### config.mk
export PLATFORM = sky130hd
export DESIGN_NAME = command_uart_tx
export DESIGN_NICKNAME = d
export VERILOG_FILES = /design/src/rtl/command_uart_tx.sv
export SDC_FILE = /design/constraint.sdc
export NUM_CORES = 1
export LEC_CHECK = 0
export BUFFER_PORTS_ARGS = -buffer_cell sky130_fd_sc_hd__buf_2
export CAP_MARGIN = 20
export CORE_AREA = 2 2 68 70
export CTS_BUF_LIST = sky130_fd_sc_hd__clkbuf_8
export DETAILED_ROUTE_END_ITERATION = 6
export DIE_AREA = 0 0 70 72
export HOLD_SLACK_MARGIN = 0.03
export PLACE_DENSITY = 0.65
export SLEW_MARGIN = 10
export SYNTH_ARGS = -nofsm -noshare
export SYNTH_HDL_FRONTEND = slang
export SYNTH_SLANG_ARGS = --single-unit
### constraint.sdc
create_clock -name uart_clk -period 6.7 [get_ports uart_clk]
set_input_delay 0.67 -clock uart_clk [delete_from_list [all_inputs] [get_ports uart_clk]]
set_output_delay 0.67 -clock uart_clk [all_outputs]
set_load 0.01 [all_outputs]
### src/rtl/command_uart_tx.sv
// Purpose : turns changes on a debounced command byte into 8N1 UART frames (LSB first, idle high).
// Ports   : uart_clk/rst_n (async active-low); data_operate command byte in; uart_tx serial out;
//           busy (frame on line), sent (stop bit done pulse), drop (pending command overwritten pulse).
// Timing  : change at edge N -> start bit from edge N+1; frame = 10*CLKS_PER_BIT cycles; sent is high
//           for the single idle cycle that follows the stop bit; all outputs come straight from flops.
module command_uart_tx #(
    parameter int unsigned CLKS_PER_BIT = 16,
    parameter logic [7:0]  IGNORE_CODE  = 8'h00
) (
    input  logic       uart_clk,
    input  logic       rst_n,
    input  logic [7:0] data_operate,
    output logic       uart_tx,
    output logic       busy,
    output logic       sent,
    output logic       drop
);

    // Bit-cycle counter only ever counts 0..CLKS_PER_BIT-1, so ceil(log2) bits suffice.
    localparam int unsigned   CW       = (CLKS_PER_BIT > 1) ? $clog2(CLKS_PER_BIT) : 1;
    localparam logic [CW-1:0] CNT_LAST = CW'(CLKS_PER_BIT - 1);

    typedef enum logic [1:0] {
        IDLE  = 2'd0,
        START = 2'd1,
        DATA  = 2'd2,
        STOP  = 2'd3
    } state_t;

    state_t        state;
    state_t        state_n;
    logic [CW-1:0] cnt;
    logic [CW-1:0] cnt_n;
    logic [2:0]    bit_idx;
    logic [2:0]    bit_idx_n;
    logic [7:0]    shift;
    logic [7:0]    shift_n;
    logic          tx_n;
    logic          sent_n;

    logic [7:0]    last_in;
    logic [7:0]    pending;
    logic          pending_valid;

    logic          change;
    logic          consume;
    logic          bit_done;

    // ------------------------------------------------------------------
    // Command capture: one-entry pending slot, latest command wins.
    // ------------------------------------------------------------------
    assign change  = (data_operate != last_in) && (data_operate != IGNORE_CODE);
    // The FSM takes the pending byte on the same edge it leaves IDLE.
    assign consume = (state == IDLE) && pending_valid;

    always_ff @(posedge uart_clk or negedge rst_n) begin
        if (!rst_n) begin
            // Resetting last_in to the ignore code makes a value already present
            // at release look like a fresh command on the first edge.
            last_in       <= IGNORE_CODE;
            pending       <= '0;
            pending_valid <= 1'b0;
            drop          <= 1'b0;
        end else begin
            last_in <= data_operate;
            drop    <= 1'b0;
            if (change) begin
                pending       <= data_operate;
                pending_valid <= 1'b1;
                // Only an unconsumed pending byte is lost; if the FSM takes it
                // this very edge the new byte simply queues behind it.
                drop          <= pending_valid && !consume;
            end else if (consume) begin
                pending_valid <= 1'b0;
            end
        end
    end

    // ------------------------------------------------------------------
    // Transmit FSM
    // ------------------------------------------------------------------
    assign bit_done = (cnt == CNT_LAST);

    always_comb begin
        state_n   = state;
        cnt_n     = cnt;
        bit_idx_n = bit_idx;
        shift_n   = shift;
        sent_n    = 1'b0;
        tx_n      = 1'b1;

        case (state)
            IDLE: begin
                if (pending_valid) begin
                    // Shift register is loaded only here, so commands arriving
                    // mid-frame can never disturb the byte on the line.
                    state_n   = START;
                    shift_n   = pending;
                    cnt_n     = '0;
                    bit_idx_n = 3'd0;
                end
            end
            START: begin
                if (bit_done) begin
                    state_n = DATA;
                    cnt_n   = '0;
                end else begin
                    cnt_n = cnt + CW'(1);
                end
            end
            DATA: begin
                if (bit_done) begin
                    cnt_n = '0;
                    if (bit_idx == 3'd7) begin
                        state_n = STOP;
                    end else begin
                        bit_idx_n = bit_idx + 3'd1;
                    end
                end else begin
                    cnt_n = cnt + CW'(1);
                end
            end
            STOP: begin
                if (bit_done) begin
                    state_n = IDLE;
                    cnt_n   = '0;
                    sent_n  = 1'b1;
                end else begin
                    cnt_n = cnt + CW'(1);
                end
            end
            default: begin
                state_n = IDLE;
                cnt_n   = '0;
            end
        endcase

        // Line level is derived from the next state so the registered output
        // changes on the same edge as the state it belongs to.
        case (state_n)
            IDLE:    tx_n = 1'b1;
            START:   tx_n = 1'b0;
            DATA:    tx_n = shift_n[bit_idx_n];
            STOP:    tx_n = 1'b1;
            default: tx_n = 1'b1;
        endcase
    end

    always_ff @(posedge uart_clk or negedge rst_n) begin
        if (!rst_n) begin
            state   <= IDLE;
            cnt     <= '0;
            bit_idx <= 3'd0;
            shift   <= '0;
            uart_tx <= 1'b1;
            busy    <= 1'b0;
            sent    <= 1'b0;
        end else begin
            state   <= state_n;
            cnt     <= cnt_n;
            bit_idx <= bit_idx_n;
            shift   <= shift_n;
            uart_tx <= tx_n;
            busy    <= (state_n != IDLE);
            sent    <= sent_n;
        end
    end

endmodule

==> impl_metrics.ini <==
[status]
status = complete, no violations

[sta]
worst_pin_slew_ns = 0.8169
final-setup-viol-count = 0
timing.fmax_mhz = 365.6
setup-tns-final_ns = 0
slew_viol_final = 0
rsz0062_at_grt = false
skew_ns = 0.003986
layout_min_cycle_time_ns = 2.735
final_hold_viol_count = 0
fin_crit_sh_pct = 40.82
slew_headroom_pct = 45.54

[global_routing]
grt_overflow = 0
grt_max_degree = 39
antenna_found_initial = 0
grt_pass1_wl_um = 6016
grt_use_total_pct = 15.08
first_global_vias = 1325

[route]
post-route-drc-count = 0
routed_wl_um = 3428
avgRoutedWirePerCell_um = 13.71
dr.first_iter.drc_count = 56
vias_per_cell = 5.452
drt_pass1_iterations = 7
num_vias = 1363
ant_nets = 0

[cts]
clkTransAtPathRegs_ns = 0.07
hold_buffers = 0
cts_resized = 0
cts_tree = built
htreeDepth = 2
cts_buffers = 5
post_cts_buffers = 0
clock_path_buffers = 2
cts_root_buffer = clkbuf_8
clock_latency_ns = 0.29
clkSinkCount = 38

[synth]
synth.distinct_cells = 45
synth-edff-count = 0
ys_seq_area_share_pct = 51.01
syn_avg_cell_area_sq_um = 10.20
synthFlopType = dfrtp_1
netlist_instances = 183
synth-seq-cells = 38
syn_area_sq_um = 1867
ys_warn_count = 0
async_flop_share_pct = 100.0
syn_nets = 198

[die]
core_area_sq_um = 4264
fp.dieH_um = 72
io_pins = 14
die_area_sq_um = 5040
start_util_pct = 43.78
die_w_um = 70
rows = 24

[cells_and_area]
final_common_cell = nand2_1
final_cell_mix = nand2_1 (40), dfrtp_1 (37), buf_2 (13), xor2_1 (9)
utilization_pct = 49.41
nFillCells = 394
insertedDiodeCount = 0
area_growth_pct = 12.87
final_cells = 250
drive_above_1_share_pct = 18.69
finish.net_count = 212

[critical_path]
crit_path_start_kind = register
crit_path_end_kind = register
r2r_end = uart_tx
critPathRequiredTime_ns = 6.89
crit_type = register to register
rrSetupSlack_ns = 3.96
cp.arrival_ns = 2.93
setup.worst_path.start = bit_idx[0]
r2r_start = bit_idx[0]
worstPathMaxFanout = 17
rr_worst_depth = 9

[min_path]
holdCritStartpoint = pending[5]
min_to = shift[5]
holdPathStages = 2
hp-class = register to register

[placement]
port_buffers = 13
place.gp.congestion = 0.8820
dp_cells = 242
dp_hpwl_um = 2382

[pwr]
leakage_nw = 0.9481
ir_drop_uv = 117.2
power.density_nw_per_um2 = 238.2

[run]
maxCapViolCount = 0
-- cells by family after synthesis --
family                   Yosys count  synth area share, %
AO/OA/AOI/OAI                     32                12.53
XOR/XNOR                           9                4.223
adder cells (fa/ha/maj)            5                3.351
buffers and inverters             12                3.150
flip-flops                        38                51.01
multiplexers                       8                4.759
AND/OR/NAND/NOR                   79                20.98
-- power breakdown --
| part | switching [mW] | total (mW) | internal [mW] |
|---|---|---|---|
| combinational | 0.0125 | 0.0216 | 0.00913 |
| sequential | 0.00451 | 0.242 | 0.238 |
| clock | 0.0793 | 0.238 | 0.159 |
| total | 0.0963 | 0.502 | 0.405 |
-- metal layers --
metal | share of wire [%] | up-vias | track usage [%]
li1 | - | 671 | -
met1 | 47 | 653 | 18.45
met2 | 47 | 33 | 25.82
met3 | 4.2 | 6 | 3.889
met4 | 1.5 | 0 | 5.769
met5 | 0 | - | 0
-- worst max path at each step --
stage | to
finish | uart_tx
global route | uart_tx
CTS | uart_tx
detailed placement | uart_tx
global placement | uart_tx
floorplan | uart_tx
-- cell type report --
cell class                 instances  area, sq um  area share, %
inverter                           5        18.77         0.8907
multi-input combinational        133        855.8          40.62
sequential                        38        952.2          45.19
clock inverter                     2        60.06          2.850
clock buffer                       6        82.58          3.919
timing repair buffer              14        72.57          3.444
tap                               52        65.06          3.088
-- worst max-delay path, cell delays in order, from the launching register on --
cell	delay [ns]
dfrtp_1	0.53
ha_1	0.37
and2_4	0.22
and3_2	0.20
o31ai_1	0.37
inv_1	0.10
ha_1	0.23
nor3b_1	0.22
o31ai_1	0.11
o32ai_1	0.29
-- Yosys cell counts (2+ instances only) --
| library cell | instances | area, sq um |
|---|---|---|
| ha_1 | 5 | 62.56 |
| inv_1 | 5 | 18.77 |
| nand2_1 | 40 | 150.1 |
| o31ai_1 | 4 | 30.03 |
| nand2b_1 | 7 | 43.79 |
| nor2b_1 | 2 | 12.51 |
| a311oi_1 | 2 | 17.52 |
| nor4_1 | 4 | 25.02 |
| buf_2 | 5 | 25.02 |
| xor2_1 | 9 | 78.83 |
| mux2_2 | 7 | 78.83 |
| a21oi_1 | 6 | 30.03 |
| dfrtp_1 | 37 | 925.9 |
| a2111oi_0 | 3 | 26.28 |
| and3_1 | 2 | 12.51 |
| nor2_1 | 7 | 26.28 |
| nand3_1 | 2 | 10.01 |
| nor3b_1 | 2 | 15.01 |
| a22o_1 | 2 | 17.52 |
| o21ai_0 | 5 | 25.02 |
| nor3_1 | 3 | 15.01 |
-- sequential cells by signal (all words and copies together) (netlist names) --
name / cells
drop: 1
busy: 1
pending_valid: 1
pending: 8
sent: 1
state: 2
shift: 8
bit_idx: 3
cnt: 4
uart_tx: 1
last_in: 8
-- per-stage QoR --
stage	hold slack [ns]	instance area (sq um)	power, mW	worst slack [ns]
after global placement	0.4458	1964	0.2682	4.102
after floorplan	0.3744	1867	0.2562	4.274
final	0.4652	2107	0.5018	3.965
after global routing	0.4953	2107	0.5230	3.771
after CTS	0.4724	2107	0.5095	3.967
after detailed placement	0.4529	1964	0.2691	3.997
No activity file was read; power rests on OpenSTA's default activity.
